File: src/rtl/sparse_flag_encoder_if.sv
// Handshake bundle between a dense-value producer, the sparse flag encoder and
// its two downstream consumers (packed values and completed flag words).
interface sparse_flag_encoder_if #(
  parameter int DATA_WIDTH  = 8,
  parameter int BLOCK_DEPTH = 32,
  parameter int ADDR_WIDTH  = 5
);
  logic                   clr;
  logic                   in_vld;
  logic                   in_rdy;
  logic [DATA_WIDTH-1:0]  in_dat;
  logic                   out_vld;
  logic                   out_rdy;
  logic [DATA_WIDTH-1:0]  out_dat;
  logic                   flg_vld;
  logic                   flg_rdy;
  logic [BLOCK_DEPTH-1:0] flg_dat;
  logic [ADDR_WIDTH:0]    flg_cnt;

  modport master (
    output clr, in_vld, in_dat, out_rdy, flg_rdy,
    input  in_rdy, out_vld, out_dat, flg_vld, flg_dat, flg_cnt
  );

  modport slave (
    input  clr, in_vld, in_dat, out_rdy, flg_rdy,
    output in_rdy, out_vld, out_dat, flg_vld, flg_dat, flg_cnt
  );
endinterface

File: src/rtl/sparse_flag_encoder.sv
// Packs a dense block into nonzero values (1-cycle latency) plus a flag word/popcount;
// input stalls on a full value register, or at the last element while a flag word is pending.
module sparse_flag_encoder #(
  parameter int DATA_WIDTH  = 8,
  parameter int BLOCK_DEPTH = 32,
  parameter int ADDR_WIDTH  = 5
) (
  input logic                  clk,
  input logic                  rst,
  sparse_flag_encoder_if.slave bus
);
  localparam logic [ADDR_WIDTH-1:0] LAST_IDX = ADDR_WIDTH'(BLOCK_DEPTH - 1);

  logic [ADDR_WIDTH-1:0]  idx_q, idx_d;
  logic [BLOCK_DEPTH-1:0] flag_q, flag_d, flag_nxt;
  logic [ADDR_WIDTH:0]    cnt_q, cnt_d, cnt_nxt;
  logic                   out_vld_q, out_vld_d;
  logic [DATA_WIDTH-1:0]  out_dat_q, out_dat_d;
  logic                   flg_vld_q, flg_vld_d;
  logic [BLOCK_DEPTH-1:0] flg_dat_q, flg_dat_d;
  logic [ADDR_WIDTH:0]    flg_cnt_q, flg_cnt_d;
  logic                   in_rdy;
  logic                   accept;
  logic                   nz;

  // Only the closing element needs the flag register free; earlier elements of
  // the next block may accumulate while the previous word waits.
  assign in_rdy = ~rst & (~out_vld_q | bus.out_rdy)
                & ~((idx_q == LAST_IDX) & flg_vld_q & ~bus.flg_rdy);
  assign accept = bus.in_vld & in_rdy & ~bus.clr;
  assign nz     = |bus.in_dat;

  always_comb begin
    flag_nxt        = flag_q;
    flag_nxt[idx_q] = nz;
    cnt_nxt         = cnt_q + (ADDR_WIDTH+1)'(nz);
  end

  always_comb begin
    idx_d     = idx_q;
    flag_d    = flag_q;
    cnt_d     = cnt_q;
    out_vld_d = out_vld_q & ~bus.out_rdy;
    out_dat_d = out_dat_q;
    flg_vld_d = flg_vld_q & ~bus.flg_rdy;
    flg_dat_d = flg_dat_q;
    flg_cnt_d = flg_cnt_q;
    if (bus.clr) begin
      idx_d  = '0;
      flag_d = '0;
      cnt_d  = '0;
    end else if (accept) begin
      if (nz) begin
        out_vld_d = 1'b1;
        out_dat_d = bus.in_dat;
      end
      if (idx_q == LAST_IDX) begin
        flg_vld_d = 1'b1;
        flg_dat_d = flag_nxt;
        flg_cnt_d = cnt_nxt;
        idx_d     = '0;
        flag_d    = '0;
        cnt_d     = '0;
      end else begin
        idx_d  = idx_q + 1'b1;
        flag_d = flag_nxt;
        cnt_d  = cnt_nxt;
      end
    end
  end

  always_ff @(posedge clk or posedge rst) begin
    if (rst) begin
      idx_q     <= '0;
      flag_q    <= '0;
      cnt_q     <= '0;
      out_vld_q <= 1'b0;
      out_dat_q <= '0;
      flg_vld_q <= 1'b0;
      flg_dat_q <= '0;
      flg_cnt_q <= '0;
    end else begin
      idx_q     <= idx_d;
      flag_q    <= flag_d;
      cnt_q     <= cnt_d;
      out_vld_q <= out_vld_d;
      out_dat_q <= out_dat_d;
      flg_vld_q <= flg_vld_d;
      flg_dat_q <= flg_dat_d;
      flg_cnt_q <= flg_cnt_d;
    end
  end

  assign bus.in_rdy  = in_rdy;
  assign bus.out_vld = out_vld_q;
  assign bus.out_dat = out_dat_q;
  assign bus.flg_vld = flg_vld_q;
  assign bus.flg_dat = flg_dat_q;
  assign bus.flg_cnt = flg_cnt_q;
endmodule

File: src/flat_wrapper.sv
// flat-port wrapper written by rule: the top's interface ports become plain ports
module sparse_flag_encoder_flat 
#(
  parameter int DATA_WIDTH  = 8,
  parameter int BLOCK_DEPTH = 32,
  parameter int ADDR_WIDTH  = 5
)
  (clk, rst, bus_clr, bus_in_vld, bus_in_dat, bus_out_rdy, bus_flg_rdy, bus_in_rdy, bus_out_vld, bus_out_dat, bus_flg_vld, bus_flg_dat, bus_flg_cnt);
  sparse_flag_encoder_if #(.DATA_WIDTH(DATA_WIDTH), .BLOCK_DEPTH(BLOCK_DEPTH), .ADDR_WIDTH(ADDR_WIDTH)) bus_i ();
  input logic clk;
  input logic rst;
  input wire logic [$bits(bus_i.clr)-1:0] bus_clr;
  input wire logic [$bits(bus_i.in_vld)-1:0] bus_in_vld;
  input wire logic [$bits(bus_i.in_dat)-1:0] bus_in_dat;
  input wire logic [$bits(bus_i.out_rdy)-1:0] bus_out_rdy;
  input wire logic [$bits(bus_i.flg_rdy)-1:0] bus_flg_rdy;
  output wire logic [$bits(bus_i.in_rdy)-1:0] bus_in_rdy;
  output wire logic [$bits(bus_i.out_vld)-1:0] bus_out_vld;
  output wire logic [$bits(bus_i.out_dat)-1:0] bus_out_dat;
  output wire logic [$bits(bus_i.flg_vld)-1:0] bus_flg_vld;
  output wire logic [$bits(bus_i.flg_dat)-1:0] bus_flg_dat;
  output wire logic [$bits(bus_i.flg_cnt)-1:0] bus_flg_cnt;
  assign bus_i.clr = bus_clr;
  assign bus_i.in_vld = bus_in_vld;
  assign bus_i.in_dat = bus_in_dat;
  assign bus_i.out_rdy = bus_out_rdy;
  assign bus_i.flg_rdy = bus_flg_rdy;
  assign bus_in_rdy = bus_i.in_rdy;
  assign bus_out_vld = bus_i.out_vld;
  assign bus_out_dat = bus_i.out_dat;
  assign bus_flg_vld = bus_i.flg_vld;
  assign bus_flg_dat = bus_i.flg_dat;
  assign bus_flg_cnt = bus_i.flg_cnt;
  sparse_flag_encoder #(.DATA_WIDTH(DATA_WIDTH), .BLOCK_DEPTH(BLOCK_DEPTH), .ADDR_WIDTH(ADDR_WIDTH)) u_core (.clk(clk), .rst(rst), .bus(bus_i));
endmodule
File: config.mk
export PLATFORM = sky130hd
export DESIGN_NAME = sparse_flag_encoder_flat
export DESIGN_NICKNAME = d
export VERILOG_FILES = /design/src/rtl/sparse_flag_encoder_if.sv /design/src/rtl/sparse_flag_encoder.sv /design/src/flat_wrapper.sv
export SDC_FILE = /design/constraint.sdc
export NUM_CORES = 1
export LEC_CHECK = 0
export ABC_CLOCK_PERIOD_IN_PS = 3450
export CAP_MARGIN = 20
export CORE_UTILIZATION = 35
export CTS_CLUSTER_SIZE = 8
export DETAILED_ROUTE_END_ITERATION = 8
export MAX_ROUTING_LAYER = met4
export PLACE_DENSITY_LB_ADDON = 0.2
export SLEW_MARGIN = 20
export SYNTH_ARGS = -nofsm -noshare
export SYNTH_HDL_FRONTEND = slang
export SYNTH_SLANG_ARGS = --single-unit
File: constraint.sdc
create_clock -name clk -period 3.45 [get_ports clk]
set_input_delay 0.69 -clock clk [delete_from_list [all_inputs] [get_ports clk]]
set_output_delay 0.69 -clock clk [all_outputs]
set_load 0.01 [all_outputs]
## Word level (Yosys, flattened, before mapping)

Index checks and enable logic that the tools add are counted.

- Reduce and logical (&&, ||, !) cells: 5
- Add/subtract/negate cells: 2
- Bitwise gates (word level): 15
- Mux-type cells: 18
- Eq/ne operators: 1
- Magnitude comparators: 2

Operators with widths:

| cell | number |
|---|---|
| 32-bit 2-to-1 mux | 3 |
| 32-bit bitwise mux | 1 |
| 6-bit 2-to-1 mux | 3 |
| 5-bit 2-to-1 mux | 3 |
| 1-bit AND | 8 |
| 8-bit OR reduction | 1 |
| 1-bit 2-to-1 mux | 7 |
| 6-bit by 1-bit adder with 6-bit output | 1 |
| 5-bit by 6-bit < comparator with 1-bit output, second input constant | 1 |
| 1-bit inverter | 6 |
| 3-bit AND reduction | 2 |
| 5-bit by 1-bit adder with 5-bit output, second input constant | 1 |
| 1-bit demux with 5-bit select | 1 |
| 5-bit == test, second input constant | 1 |
| 5-bit by 1-bit greater-or-equal comparator with 1-bit output, second input constant | 1 |
| 2-bit nonzero test | 1 |
| 1-bit logical AND | 1 |
| 1-bit OR | 1 |

- Logic and storage cells: 51
- Register bits: 91
- Input port bits: 14
- Output and inout bits: 49

## Depth between registers and ports, before layout

Gate-level depths: netlist of run 1.

- Depth after elaboration: 9
- Depth in mapped cells: 9
- Gate-level depth less buffers: 7

## Least setup slack after synthesis of run 1

No wires, ideal clock.

- Kind: flip-flop to flip-flop
- From: reg u_core.idx_q[0]
- To: reg u_core.flg_dat_q[17], in the netlist u_core.bus.flg_dat[17]
- Stages on the path, launching flop included: 10
- Period minus slack after synthesis: 2425 ps
- Data required time: 3325 ps
- Setup time: 125 ps
- Slack: 1025 ps
- Arrival: 2300 ps
- Cells stage by stage: dfrtp_1 -> ha_1 -> and3_1 -> ha_1 -> and3b_4 -> nor4_4 -> nand2_1 -> buf_2 -> buf_6 -> mux2_4

- Longest elaborated chain between the ends: 8
- Elaborated cells on any way between the ends: 14
- Those cells by class: 2 x order compare; 1 x eq/ne; 3 x mux; 6 x bitwise; 2 x reduce/logical

RTL lines:

| what | RTL line | source |
|---|---|---|
| start: declaration | sparse_flag_encoder.sv:14 | `logic [ADDR_WIDTH-1:0] idx_q, idx_d;` |
| start signal: assignment | sparse_flag_encoder.sv:83 | `idx_q <= idx_d;` |
| branches (longest 8 deep; another with 5-bit by 6-bit < comparator with 1-bit output) | -- |  |
| end signal: assignment | sparse_flag_encoder.sv:89 | `flg_dat_q <= flg_dat_d;` |
| end: declaration | sparse_flag_encoder.sv:20 | `logic [BLOCK_DEPTH-1:0] flg_dat_q, flg_dat_d;` |

Several ways; the timed one is not identified.
A chain may end at the register's enable or synchronous reset.

## Worst setup path in the final report of run 1

- From: reg u_core.idx_q[0]
- To: out bus_in_rdy

- Longest elaborated chain between the ends: 5

RTL lines:

| what | RTL line | source |
|---|---|---|
| 5-bit == test | sparse_flag_encoder.sv:29 | `& ~((idx_q == LAST_IDX) & flg_vld_q & ~bus.flg_rdy);` |
| 1-bit AND (2 in a row) | sparse_flag_encoder.sv:29 |  |
| 1-bit inverter | sparse_flag_encoder.sv:29 |  |
| 1-bit AND | sparse_flag_encoder.sv:29 |  |
| end: declaration | flat_wrapper.sv:17 | `output wire logic [$bits(bus_i.in_rdy)-1:0] bus_in_rdy;` |

Every way passes these cells.

==> results of run 1 <==
cell usage in the layout (no fill, tap or decap), types with 2 or more instances in the layout:
master           synthesis  final
and3_1                   2      2
nand2_1                 19     18
mux2_4                   9      9
clkdlybuf4s50_1          0     62
nor4_4                   1      2
inv_1                   38     37
nand4_1                  4      4
clkbuf_8                 0      2
dfrtp_1                 91     91
o22ai_1                 32     32
nand2b_1                 2      2
xnor2_1                  3      3
nor2b_1                  8      8
nand3_1                 20     20
nor3_1                   4      4
a21oi_1                 33     33
ha_1                     7      7
buf_4                    0      6
nor2_1                   2      2
buf_12                   0      3
a21o_1                   2      2
nor4_1                   2      2
clkinv_2                 0      3
clkbuf_16                0      9
a22o_1                   5      5
xor2_1                   2      2
o21ai_0                  7      7
mux2_2                  68     68
through the flow:
| stage | cells | utilization |
|---|---|---|
| floorplan | 395 | - |
| global placement | 608 | 0.433 |
| detailed placement | 608 | 0.433 |
| CTS | 624 | 0.458 |
| global route | 624 | 0.458 |
| finish | 624 | 0.458 |
worst min path at each step:
stage,depth (start not counted),start,endpoint
global route,1,u_core.bus.flg_dat[13],u_core.bus.flg_dat[13]
detailed placement,1,u_core.bus.flg_cnt[4],u_core.bus.flg_cnt[4]
floorplan,1,u_core.cnt_q[0],u_core.cnt_q[0]
finish,1,u_core.bus.flg_cnt[4],u_core.bus.flg_cnt[4]
global placement,1,u_core.bus.out_dat[0],u_core.bus.out_dat[0]
CTS,1,u_core.bus.flg_cnt[4],u_core.bus.flg_cnt[4]
per-layer routing:
metal	vias up	global-route usage	wire length [µm]
met3	14	0.0228	175
met4	0	0.0675	172
met1	1557	0.220	4790
li1	1508	-	-
met2	37	0.259	4440
met5	-	-	0
cell families after synthesis:
group,after synthesis
AOI/OAI and AO/OA,82
xor gates and xnor gates,5
adders and majority gates,7
buffers and inverters,64
DFF,91
muxes,78
and+or+nand+nor,68
area by class of cell:
type                    instances  area [µm²]  area share
flip-flops and latches         91        2280       0.409
multi-input cells             240        1910       0.343
repair buffers                 71         726       0.130
clock buffers                  12         256      0.0460
well taps                     168         210      0.0377
inverters                      38         144      0.0258
clock inverters                 4        48.8     0.00876
power by group through the flow:
stage / logic, W / registers, W / clock network [W]
CTS: 0.000209 / 0.00111 / 0.00102
finish: 0.000205 / 0.00111 / 0.00100
floorplan: 0.000101 / 0.00113 / 0
global route: 0.000226 / 0.00111 / 0.00107
detailed placement: 0.000208 / 0.00113 / 0
global placement: 0.000205 / 0.00112 / 0
worst register-to-register path: stages, from the launching register on:
cell and delay, ps:
dfrtp_1 440, ha_1 310, and3_1 220, ha_1 260, and3b_4 250, nor4_4 320
nand2_2 350, buf_12 300, mux2_4 300
flip-flops by register name (all words and copies together) (netlist names):
signal and count:
u_core.bus.flg_vld 1, u_core.idx_q 5, u_core.bus.out_vld 1, u_core.flag_q 32, u_core.cnt_q 6, u_core.bus.flg_dat 32, u_core.bus.flg_cnt 6, u_core.bus.out_dat 8
==> results by group, run 1 <==
Run status
  • Outcome: finished, final reports clean

Synth
  • Cell variety after synth: 34
  • Syn Area/Cell: 11.2 µm²
  • Register area share after synthesis: 0.513
  • Simple-Gate Fraction of Synth Area: 0.0840
  • Post-synthesis xor/xnor area fraction: 0.00987
  • Synthesized cell area: 4440 µm²
  • Ys async rst share: 1.00
  • #FFs+latches synth: 91
  • Synth area leader: dfrtp_1
  • Yosys top cell area share: 0.513
  • Syn Inst Count: 395
  • Largest cells by area after synthesis: dfrtp_1 51%, mux2_2 17%, o22ai_1 4.5%
  • Synth Flop Type: dfrtp_1
  • Mapped Nets: 416
  • Synth warn: 0
  • Synth Area in Adders: 0.0197
  • Count leader, synth: dfrtp_1
  • Compound-cell area share of the yosys netlist: 0.109
  • Post-synth EDFFs: 0
  • Largest family of logic cells by synthesized area: multiplexers
  • Post-synthesis mux area share: 0.205
  • Most frequent cells after synthesis: 91 x dfrtp_1, 68 x mux2_2, 38 x inv_1

Critical path
  • Buf/Inv on CP: 1
  • Setup CP Type: reg -> out
  • Max stage delay on crit path: 560 ps
  • Crit path launch: u_core.idx_q[0]
  • Crit-path cells: ha_1, and3_1, ha_1, and3b_4, nor3_1, clkdlybuf4s50_1
  • Crit path max-delay family: simple AND/OR/NAND/NOR gates
  • Critical-path maximum fanout: 8
  • FF-to-FF End: u_core.bus.flg_dat[25]
  • Critical R2R Launch: u_core.idx_q[0]
  • WP data required: 2760 ps
  • CP Capture Point: bus_in_rdy
  • CP Capture Type: output port
  • CP arrival: 2540 ps
  • R2R depth: 8
  • Crit-path most repeated cell: ha_1
  • Type of origin of the critical path: flop
  • Flop-to-flop setup slack: 580 ps
  • Number of gates on the worst path with buffers counted: 6
  • Slowest CP cell: clkdlybuf4s50_1

Timing
  • Fmax: 0.309 GHz
  • Slew Viols, Final: 0
  • Setup WS post-layout: 218 ps
  • Final period util: 0.937
  • Final-report hold violation count: 0
  • Setup_tns: 0 ps
  • Final Setup Violations: 0
  • Tmin final: 3230 ps
  • Max Clock Skew: 6.58 ps
  • Hold_ws: 501 ps
  • Unrepaired setup endpoints after global routing: false
  • Worst slew margin: 0.449
  • Worst-Margin Slew: 826 ps

Global route
  • First-pass GRT wire length: 16.4 mm
  • Total track usage: 0.167
  • Vias in the first global route: 3259
  • Grt ovf: 0
  • Largest net degree at the start of global routing: 45
  • Initial antenna violation count: 0

Die
  • Die height: 115 µm
  • Starting Density: 0.365
  • Die ar.: 13100 µm²
  • Die width: 115 µm
  • Core footprint: 12200 µm²
  • Row count: 40
  • Num ports: 63

Clock network
  • Bufs on Longest Clock Path: 2
  • CTS tree: built
  • PostCTS Resize Cnt: 0
  • Hold buffers post-CTS: 0
  • Worst-path clk slew: 60 ps
  • Root Driver: clkbuf_16
  • Postcts setup bufs: 0
  • Cts bufs inserted: 9
  • H-tree depth: 3
  • Clock tree sinks: 91
  • Clk_lat worst skew: 330 ps

Power and ir drop
  • Leakage: 2.49 nW
  • Psw: 0.000521 W
  • Pwr Density: 415 nW/µm²
  • Sw Share: 0.226
  • Clock power share: 0.433
  • Overall power: 0.00231 W
  • Gate power share: 0.089
  • Seq pwr share: 0.478
  • Internal Power: 0.00179 W
  • Maximum vdd drop: 0.203 mV

Drt
  • DRT antenna net count: 0
  • Drt via density: 4.99
  • Final WL: 9.58 mm
  • Router iterations before antenna repair: 4
  • DR WL/cell: 15.4 µm
  • Via count: 3116
  • DRC: 0
  • Drt initial violations: 131

Cells and area
  • Fillers: 1134
  • Final Instance Area: 5570 µm²
  • Area Overhead vs Synth: 25.6%
  • Antenna diode count: 0
  • # nets final: 472
  • Share of layout cells above drive strength 1: 0.232

Placement
  • Placed Area: 5270 µm²
  • Routability cong.: 0.792
  • Pre-CTS setup slack: 479 ps
  • IO buf count: 62
  • HPWL Detailed: 6.37 mm

Job
  • Total of max-cap violations: 0

Min path
  • Worst Hold Class: reg -> reg
Note: power is estimated with default switching activity, not from simulation.
==> run 2: changes to the inputs <==
CORE_UTILIZATION = 55   (was 35)
==> run 2 against run 1 <==
  * Final cell count down 11%
  * Worst hold slack better by 11 ps
  * Maximum frequency down 1.0%
  * Core utilization up 23 points
  * Count of clock-buffer cells in the layout down 1
  * Sequential share of layout area up 1.7 points
  * Worst setup slack worse by 34 ps
  * Clock skew up 6.3 ps
  * Global-route usage up 8.0 points
  * Largest power group unchanged
  * Via count up 1.6%
  * Clock power down 30%
  * Design area down 3.9%
==> results by group, run 2 (synthesized netlist as in run 1, its figures left out) <==
Run status
  • Outcome: finished, final reports clean

Power and ir drop
  • Leakage: 2.43 nW
  • Maximum vdd drop: 0.248 mV
  • Pwr Density: 374 nW/µm²

Die
  • Row count: 32
  • Core footprint: 7770 µm²
  • Die width: 91.8 µm
  • Starting Density: 0.571
  • Num ports: 63
  • Die ar.: 8430 µm²
  • Die height: 91.8 µm

Placement
  • Pre-CTS setup slack: 521 ps
  • IO buf count: 62
  • HPWL Detailed: 5.99 mm
  • Routability cong.: 0.770

Critical path
  • WP data required: 2760 ps
  • Buf/Inv on CP: 1
  • Slowest CP cell: clkdlybuf4s50_1
  • Crit-path cells: ha_1, and3_1, ha_1, and3b_4, nor3_1, clkdlybuf4s50_1
  • Max stage delay on crit path: 560 ps
  • CP Capture Type: output port
  • Type of origin of the critical path: flop
  • Crit-path most repeated cell: ha_1
  • Critical-path maximum fanout: 8
  • Crit path max-delay family: simple AND/OR/NAND/NOR gates
  • CP arrival: 2580 ps
  • Setup CP Type: reg -> out

Drt
  • Via count: 3167
  • Drt via density: 5.70
  • Drt initial violations: 209
  • DRC: 0
  • Final WL: 9.16 mm
  • DRT antenna net count: 0
  • DR WL/cell: 16.5 µm
  • Router iterations before antenna repair: 4

Cells and area
  • Area Overhead vs Synth: 20.6%
  • Final core occ: 0.689
  • Most frequent cells in the layout: 91 x dfrtp_1, 68 x mux2_2, 62 x clkdlybuf4s50_1
  • # nets final: 472
  • Area of the multi-input gates: 1910 µm²
  • Antenna diode count: 0
  • Fillers: 587
  • Register area: 2280 µm²
  • Most common cell after layout, fill and taps aside: dfrtp_1
  • Share of layout cells above drive strength 1: 0.229

Clock network
  • H-tree depth: 3
  • CTS tree: built
  • Postcts setup bufs: 0
  • Clock tree sinks: 91
  • PostCTS Resize Cnt: 0
  • Worst-path clk slew: 90 ps
  • Root Driver: clkbuf_8
  • Hold buffers post-CTS: 0
  • Clk_lat worst skew: 360 ps
  • Cts bufs inserted: 9
  • Bufs on Longest Clock Path: 2

Global route
  • Largest net degree at the start of global routing: 40
  • Grt ovf: 0
  • Initial antenna violation count: 0
  • Vias in the first global route: 3217
  • First-pass GRT wire length: 15.9 mm
  • Total track usage: 0.247

Timing
  • Setup WS post-layout: 184 ps
  • Setup_tns: 0 ps
  • Unrepaired setup endpoints after global routing: false
  • Slew Viols, Final: 0
  • Worst-Margin Slew: 716 ps
  • Tmin final: 3270 ps
  • Max Clock Skew: 12.9 ps
  • Fmax: 0.306 GHz
  • Worst slew margin: 0.522
  • Final Setup Violations: 0
  • Final period util: 0.947
  • Final-report hold violation count: 0

Job
  • Total of max-cap violations: 0

Min path
  • Worst Hold Class: reg -> reg
==> run 2: changes by cell type in the layout (fill, tap and decap cells not counted) <==
cell / delta
clkbuf_8: +8
clkbuf_16: -9
buf_12: -1
clkinv_4: -1
buf_4: +1
==> run 2: metrics by stage <==
step	power [W]	area [µm²]	hold slack, ps	cells
2_1_floorplan	0.00123	4440	480	395
3_3_place_gp	0.00132	5170	486	542
3_5_place_dp	0.00133	5170	493	542
4_1_cts	0.00202	5350	512	556
5_1_grt	0.00208	5350	528	556
6_report	0.00200	5350	512	556
==> run 2: worst paths after layout <==
| check | from | to | slack (ps) | cells past startpoint |
|---|---|---|---|---|
| hold / removal | u_core.bus.out_dat[1] | u_core.bus.out_dat[1] | 510 | 1 |
| min in group asynchronous | rst | u_core.bus.out_vld | 780 | 2 |
| hold reg to reg | u_core.bus.out_dat[1] | u_core.bus.out_dat[1] | 510 | 1 |
| max in group asynchronous | rst | u_core.flag_q[20] | 1930 | 3 |
| setup / recovery | u_core.idx_q[0] | bus_in_rdy | 180 | 6 |
| setup reg to reg | u_core.idx_q[0] | u_core.bus.flg_dat[19] | 610 | 8 |
==> run 2: worst register-to-register path: stages (launching register included) <==
cell and delay, ps:
dfrtp_1 450, ha_1 310, and3_1 220, ha_1 250, and3b_4 240, nor4_4 330, nand2_2 330, buf_12 280
mux2_4 320
==> run 2: layout make-up <==
type / count / area share
Clock buffer: 11 / 0.0264
Clock inverter: 3 / 0.00748
Inverter: 38 / 0.0269
Multi-Input combinational cell: 240 / 0.357
Sequential cell: 91 / 0.425
Tap cell: 102 / 0.0238
Timing Repair Buffer: 71 / 0.133
==> run 2: where the power goes <==
group / internal, W / switching, W / total, W
registers: 0.00109 / 0.0000136 / 0.00110
logic: 0.0000963 / 0.000106 / 0.000203
clock network: 0.000345 / 0.000352 / 0.000697
==> run 2: routing by layer <==
| metal | global-route usage | wire length [µm] | vias to the layer above |
|---|---|---|---|
| met4 | 0.0690 | 106 | 0 |
| met5 | - | 0 | - |
| met3 | 0.0473 | 303 | 10 |
| li1 | - | - | 1503 |
| met1 | 0.333 | 4260 | 1591 |
| met2 | 0.385 | 4500 | 63 |
==> run 3: changes to the inputs <==
GPL_ROUTABILITY_DRIVEN = 0   (was not set)
==> results of run 3 <==
Final layout, timing and power as in run 2 (identical DEF).
